### config.mk
export PLATFORM = sky130hd
export DESIGN_NAME = load_store_unit
export DESIGN_NICKNAME = d
export VERILOG_FILES = /design/src/rtl/lsu_pkg.sv /design/src/rtl/lsu_align.sv /design/src/rtl/load_store_unit.sv
export SDC_FILE = /design/constraint.sdc
export NUM_CORES = 1
export LEC_CHECK = 0
export ABC_CLOCK_PERIOD_IN_PS = 4500
export BUFFER_PORTS_ARGS = -buffer_cell sky130_fd_sc_hd__buf_2
export CORE_MARGIN = 3
export CORE_UTILIZATION = 50
export CTS_CLUSTER_SIZE = 28
export DETAILED_ROUTE_END_ITERATION = 10
export PLACE_DENSITY_LB_ADDON = 0.08
export SLEW_MARGIN = 25
export SYNTH_ARGS = -nofsm -noshare
export SYNTH_HDL_FRONTEND = slang
export SYNTH_HIERARCHICAL = 1
export SYNTH_SLANG_ARGS = --single-unit
### constraint.sdc
create_clock -name clk -period 4.5 [get_ports clk]
set_clock_uncertainty 0.2 [all_clocks]
set_input_delay 1.35 -clock clk [delete_from_list [all_inputs] [get_ports clk]]
set_output_delay 1.35 -clock clk [all_outputs]
set_load 0.05 [all_outputs]
### src/rtl/lsu_pkg.sv
// Shared types and encodings for the load/store unit and the decoder that drives it.
package lsu_pkg;

  typedef enum logic [1:0] {
    IDLE = 2'd0,
    BUSY = 2'd1,
    DONE = 2'd2
  } lsu_state_t;

  localparam logic [2:0] F3_B  = 3'b000;
  localparam logic [2:0] F3_H  = 3'b001;
  localparam logic [2:0] F3_W  = 3'b010;
  localparam logic [2:0] F3_BU = 3'b100;
  localparam logic [2:0] F3_HU = 3'b101;

  localparam logic [6:0] OP_LOAD  = 7'b0000011;
  localparam logic [6:0] OP_STORE = 7'b0100011;

endpackage

### src/rtl/lsu_align.sv
// Byte-lane steering: store enables/replication/legality on the request side,
// byte/half selection and sign/zero extension on the load-return side.
module lsu_align
  import lsu_pkg::*;
(
  input  logic        i_is_store,
  input  logic [2:0]  i_func3,
  input  logic [1:0]  i_off,
  input  logic [31:0] i_store_data,
  output logic        o_legal,
  output logic [3:0]  o_be,
  output logic [31:0] o_wdata,
  input  logic [2:0]  i_ld_func3,
  input  logic [1:0]  i_ld_off,
  input  logic [31:0] i_rdata,
  output logic [31:0] o_load_ext
);

  logic [7:0]  w_byte;
  logic [15:0] w_half;

  always_comb begin
    o_legal = 1'b0;
    o_be    = 4'b1111;
    o_wdata = i_store_data;
    if (i_is_store) begin
      case (i_func3)
        F3_B: begin
          o_legal = 1'b1;
          o_be    = 4'b0001 << i_off;
          o_wdata = {4{i_store_data[7:0]}};
        end
        F3_H: begin
          o_legal = ~i_off[0];
          o_be    = 4'b0011 << {i_off[1], 1'b0};
          o_wdata = {2{i_store_data[15:0]}};
        end
        F3_W:    o_legal = (i_off == 2'b00);
        default: o_legal = 1'b0;
      endcase
    end else begin
      // Reads always fetch the whole word; lane selection happens on return.
      case (i_func3)
        F3_B, F3_BU: o_legal = 1'b1;
        F3_H, F3_HU: o_legal = ~i_off[0];
        F3_W:        o_legal = (i_off == 2'b00);
        default:     o_legal = 1'b0;
      endcase
    end
  end

  always_comb begin
    case (i_ld_off)
      2'd0:    w_byte = i_rdata[7:0];
      2'd1:    w_byte = i_rdata[15:8];
      2'd2:    w_byte = i_rdata[23:16];
      default: w_byte = i_rdata[31:24];
    endcase
    w_half = i_ld_off[1] ? i_rdata[31:16] : i_rdata[15:0];
  end

  always_comb begin
    case (i_ld_func3)
      F3_B:    o_load_ext = {{24{w_byte[7]}}, w_byte};
      F3_BU:   o_load_ext = {24'd0, w_byte};
      F3_H:    o_load_ext = {{16{w_half[15]}}, w_half};
      F3_HU:   o_load_ext = {16'd0, w_half};
      F3_W:    o_load_ext = i_rdata;
      default: o_load_ext = '0;
    endcase
  end

endmodule

### src/rtl/load_store_unit.sv
// Multi-cycle data-memory stage: IDLE -> BUSY (req/ack with timeout) -> DONE,
// stalling the core until the access retires.
module load_store_unit
  import lsu_pkg::*;
#(
  parameter int ADDR_W         = 32,
  parameter int DATA_W         = 32,
  parameter int TIMEOUT_CYCLES = 16
) (
  input  logic              clk,
  input  logic              rst_n,
  input  logic              i_mem_read,
  input  logic              i_mem_write,
  input  logic [2:0]        i_func3,
  input  logic [ADDR_W-1:0] i_addr,
  input  logic [DATA_W-1:0] i_store_data,
  output logic [DATA_W-1:0] o_load_data,
  output logic              o_done,
  output logic              o_stall,
  output logic              o_err_access,
  output logic              o_err_bus,
  output logic              o_bus_req,
  output logic              o_bus_we,
  output logic [ADDR_W-1:0] o_bus_addr,
  output logic [3:0]        o_bus_be,
  output logic [DATA_W-1:0] o_bus_wdata,
  input  logic [DATA_W-1:0] i_bus_rdata,
  input  logic              i_bus_ack
);

  localparam int CNT_W = (TIMEOUT_CYCLES > 1) ? $clog2(TIMEOUT_CYCLES) : 1;
  localparam logic [CNT_W-1:0] CNT_LAST = CNT_W'(TIMEOUT_CYCLES - 1);

  lsu_state_t r_state, w_state_next;

  logic              r_bus_req, r_bus_we, r_done, r_err_access, r_err_bus;
  logic [ADDR_W-1:0] r_bus_addr;
  logic [3:0]        r_bus_be;
  logic [DATA_W-1:0] r_bus_wdata, r_load_data;
  logic [CNT_W-1:0]  r_cnt;
  logic [2:0]        r_func3;
  logic [1:0]        r_off;
  logic              r_is_load;

  logic              w_legal, w_start, w_acc_err, w_ack, w_timeout;
  logic [3:0]        w_be;
  logic [DATA_W-1:0] w_wdata, w_load_ext;

  lsu_align u_align (
    .i_is_store   (i_mem_write),
    .i_func3      (i_func3),
    .i_off        (i_addr[1:0]),
    .i_store_data (i_store_data),
    .o_legal      (w_legal),
    .o_be         (w_be),
    .o_wdata      (w_wdata),
    .i_ld_func3   (r_func3),
    .i_ld_off     (r_off),
    .i_rdata      (i_bus_rdata),
    .o_load_ext   (w_load_ext)
  );

  // Both read and write high is illegal even if the func3/alignment would pass.
  always_comb begin
    w_start      = 1'b0;
    w_acc_err    = 1'b0;
    w_ack        = 1'b0;
    w_timeout    = 1'b0;
    w_state_next = r_state;
    o_stall      = 1'b0;
    case (r_state)
      IDLE: begin
        w_start   = (i_mem_read ^ i_mem_write) & w_legal;
        w_acc_err = (i_mem_read | i_mem_write) & ~w_start;
        o_stall   = w_start;
        if (w_start) w_state_next = BUSY;
      end
      BUSY: begin
        o_stall   = 1'b1;
        w_ack     = i_bus_ack;
        w_timeout = ~i_bus_ack & (r_cnt == CNT_LAST);
        if (w_ack || w_timeout) w_state_next = DONE;
      end
      DONE:    w_state_next = IDLE;
      default: w_state_next = IDLE;
    endcase
  end

  always_ff @(posedge clk or negedge rst_n) begin
    if (!rst_n) r_state <= IDLE;
    else        r_state <= w_state_next;
  end

  always_ff @(posedge clk or negedge rst_n) begin
    if (!rst_n) begin
      r_bus_req    <= 1'b0;
      r_bus_we     <= 1'b0;
      r_bus_addr   <= '0;
      r_bus_be     <= 4'b0000;
      r_bus_wdata  <= '0;
      r_done       <= 1'b0;
      r_err_access <= 1'b0;
      r_err_bus    <= 1'b0;
      r_load_data  <= '0;
      r_cnt        <= '0;
      r_func3      <= 3'b000;
      r_off        <= 2'b00;
      r_is_load    <= 1'b0;
    end else begin
      r_bus_req    <= (w_state_next == BUSY);
      r_done       <= (r_state == BUSY) && (w_state_next == DONE);
      r_err_access <= w_acc_err;
      r_err_bus    <= w_timeout;
      if (w_start) begin
        r_bus_we    <= i_mem_write;
        r_bus_addr  <= {i_addr[ADDR_W-1:2], 2'b00};
        r_bus_be    <= w_be;
        r_bus_wdata <= i_mem_write ? w_wdata : '0;
        r_func3     <= i_func3;
        r_off       <= i_addr[1:0];
        r_is_load   <= i_mem_read;
        r_cnt       <= '0;
      end else if (r_state == BUSY) begin
        r_cnt <= r_cnt + 1'b1;
      end
      if (w_ack) r_load_data <= r_is_load ? w_load_ext : '0;
      else if (w_timeout) r_load_data <= '0;
    end
  end

  assign o_bus_req    = r_bus_req;
  assign o_bus_we     = r_bus_we;
  assign o_bus_addr   = r_bus_addr;
  assign o_bus_be     = r_bus_be;
  assign o_bus_wdata  = r_bus_wdata;
  assign o_done       = r_done;
  assign o_err_access = r_err_access;
  assign o_err_bus    = r_err_bus;
  assign o_load_data  = r_load_data;

endmodule

==> qor.csv <==
stage;metric;value;unit
worst_setup_path;cp_max_fo;3;
timing;period_needed;4.25;ns
clock_network;cts_tree;done;
worst_hold_path;hp-class;reg2reg;
final_layout;fin_area;0.00744;sq mm
synthesis;synth_warnings;6;
clock_network;cts_max_level;4;
final_layout;fillers;877;
power_and_ir_drop;switchingPower;2460;uW
power_and_ir_drop;p_seq_share;30.1;%
place;place.port_buffers;207;
worst_setup_path;path_class;in2out;
power_and_ir_drop;p_per_area;729;mW/mm^2
synthesis;synth-seq-cells;115;
synthesis;syn_area_per_cell;11.0;sq um
clock_network;cts_resized;0;
clock_network;clk_path_buf_depth;2;
grt;grt_overflow;0;
route;wl_per_cell;17.7;um
synthesis;netlist_area;0.00583;sq mm
timing;fin_crit_sh;94.5;%
place;hpwl;10800;um
grt;grt_pass1_wl;24400;um
timing;hold_viol_final;0;
power_and_ir_drop;internal_power;2970;uW
worst_setup_path;crit_required;2.95;ns
route;avgViaCountPerCell;5.56;
grt;grt_max_degree;114;
clock_network;cts_buffers;17;
worst_setup_path;cp-start-kind;primary input;
worst_setup_path;cp.arrival;2.70;ns
timing;fin_setup_tns;0;ns
timing;fmax;235;MHz
worst_setup_path;cpPeakStageDelay;0.53;ns
route;via_count;4810;
synthesis;synth_cells;532;
power_and_ir_drop;irDropWorstVdd;0.000457;V
final_layout;final_cell_mix;buf_2, dfrtp_1, nand2_1;
die;initial_utilization;52.4;%
clock_network;path_clk_slew;0.06;ns
worst_setup_path;slowest_stage;o41ai_1;
synthesis;synth_edf_count;0;
die;rows;38;
clock_network;postCtsHoldBufs;0;
power_and_ir_drop;swShare;45.2;%
synthesis;async_flop_share;100;%
synthesis;ys.flop_type;dfrtp_1;
clock_network;clock-root-buffer;clkbuf_16;
route;first_pass_iters;4;
die;die_h;114;um
clock_network;post-cts-setup-buffer-count;0;
status;status;finished, final reports clean;
final_layout;drive_above_1_share;44.1;%
grt;grt_pass1_vias;4613;
power_and_ir_drop;p_total;5430;uW
worst_setup_path;worstPathCellList;buf_2 > o41ai_1 > buf_4 > nand4bb_4 > nand2_1 > buf_2;
die;die_area;0.0130;sq mm
power_and_ir_drop;p_leak;0.00373;uW
grt;antenna_found_initial;1;
die;ioPinCount;210;
die;core;0.0111;sq mm
place;gp_congestion;0.916;
timing;tightest_slew;0.865;ns
final_layout;final_common_cell;buf_2;
timing;slew_headroom;42.3;%
grt;grtUsageTotal;23.9;%
die;die_x;114;um
timing;setup_viol;0;
run;max_cap_viol_count;0;
power_and_ir_drop;pwr-share-clk;24.8;%
final_layout;utilization;66.9;%
clock_network;clock_sinks;115;
timing;rsz0062_at_grt;no;
final_layout;nNetsFinal;817;
worst_setup_path;critPathCaptureType;output pin;
route;wl;15300;um
timing;maxSlewViolCount;0;
route;antenna_left;0;
place;placed_cell_area;0.00683;sq mm
synthesis;ys_types;47;
power_and_ir_drop;pwr-share-comb;45.1;%
synthesis;seq_area_frac_synth;49.4;%
worst_setup_path;cpMostUsedCell;buf_2;
route;drt_iter0_drc;337;
final_layout;area_growth;27.7;%
clock_network;insertion_delay;0.40;ns
route;post-route-drc-count;0;
## cells in the mapped netlist, types with 3 or more instances
cell type | n | share of area, %
a211oi_1 | 16 | 2.1
nor2_1 | 17 | 1.1
o221ai_1 | 6 | 0.90
mux2_4 | 6 | 1.5
a221o_1 | 4 | 0.69
buf_1 | 4 | 0.26
a22oi_1 | 17 | 2.2
mux2i_1 | 21 | 3.6
clkbuf_1 | 14 | 0.90
nand2_1 | 79 | 5.1
mux4_1 | 3 | 1.4
dfrtp_1 | 115 | 49
buf_4 | 12 | 1.5
buf_2 | 24 | 2.1
nor2b_1 | 6 | 0.64
o21ai_0 | 43 | 3.7
buf_6 | 3 | 0.58
a22o_1 | 32 | 4.8
mux2_2 | 55 | 11
a21oi_1 | 14 | 1.2
inv_1 | 6 | 0.39
## area by class of cell
type	instances	area, sq um	share of cell area (%)
multi-input cells	354	2630	35.4
repair buffers	217	1130	15.2
well taps	140	175	2.35
clock buffers	20	447	6.00
clock inverters	12	156	2.10
inverters	6	22.5	0.303
flip-flops and latches	115	2880	38.7
diodes	1	2.50	0.0336
## cells by family (layout without fill, tap and decap cells)
logic type | after synthesis | count (layout) | synth area share (%)
flip-flops | 115 | 115 | 49.4
multiplexers | 87 | 87 | 17.9
buffers and inverters | 64 | 255 | 5.99
AND/OR/NAND/NOR | 118 | 118 | 8.76
XOR/XNOR | 1 | 1 | 0.150
adder cells (fa/ha/maj) | 2 | 2 | 0.429
other | 1 | 3 | 0.0643
AO/OA/AOI/OAI | 144 | 144 | 17.4
## per-stage QoR
stage / instances / setup WS (ns) / hold slack [ns]
after floorplan: 533 / 0.00692 / 0.242
after global placement: 832 / 0.189 / 0.257
after detailed placement: 832 / 0.226 / 0.265
after CTS: 864 / 0.226 / 0.277
after global routing: 865 / 0.158 / 0.298
final: 865 / 0.248 / 0.271
## final timing paths
kind                            slack [ns]              end  cells past startpoint      startpoint
max in group asynchronous             2.55   o_bus_wdata[0]                      2           rst_n
worst max register to register        2.01   o_load_data[1]                      4        r_off[1]
min in group asynchronous             0.78  o_load_data[19]                      1           rst_n
worst min register to register        0.27   o_bus_wdata[8]                      2  o_bus_wdata[8]
worst min-delay path                  0.27   o_bus_wdata[8]                      2  o_bus_wdata[8]
worst max-delay path                  0.25          o_stall                      6      i_func3[0]
## power groups by stage
stage	Sequential [uW]	Clock, uW	Combinational, uW
floorplan	2610	0	901
global placement	1620	0	2410
detailed placement	1640	0	2440
CTS	1630	1370	2450
global route	1680	1430	2580
finish	1630	1350	2450
## registers in the layout (all words and copies together) (netlist names), 2 cells and up
| name | flops |
|---|---|
| r_func3 | 3 |
| r_cnt | 4 |
| r_state | 2 |
| r_off | 2 |
| o_bus_wdata | 32 |
| o_bus_addr | 30 |
| o_bus_be | 4 |
| o_load_data | 32 |
## layer usage
layer | GRT usage (%) | wire length, um | part of all wire, % | vias to the layer above
met5 | 0 | 0 | 0 | -
met1 | 32.9 | 6680 | 44 | 2314
met2 | 35.9 | 7100 | 46 | 194
met4 | 8.08 | 199 | 1.3 | 0
met3 | 7.59 | 1340 | 8.7 | 18
li1 | - | - | - | 2284
## critical path, delay by kind of cell
family	cells	cell delay, ns
AOI/OAI and AO/OA	1	0.53
and+or+nand+nor	2	0.21
buffers and inverters	3	0.60
(Power assumes the default switching activity.)
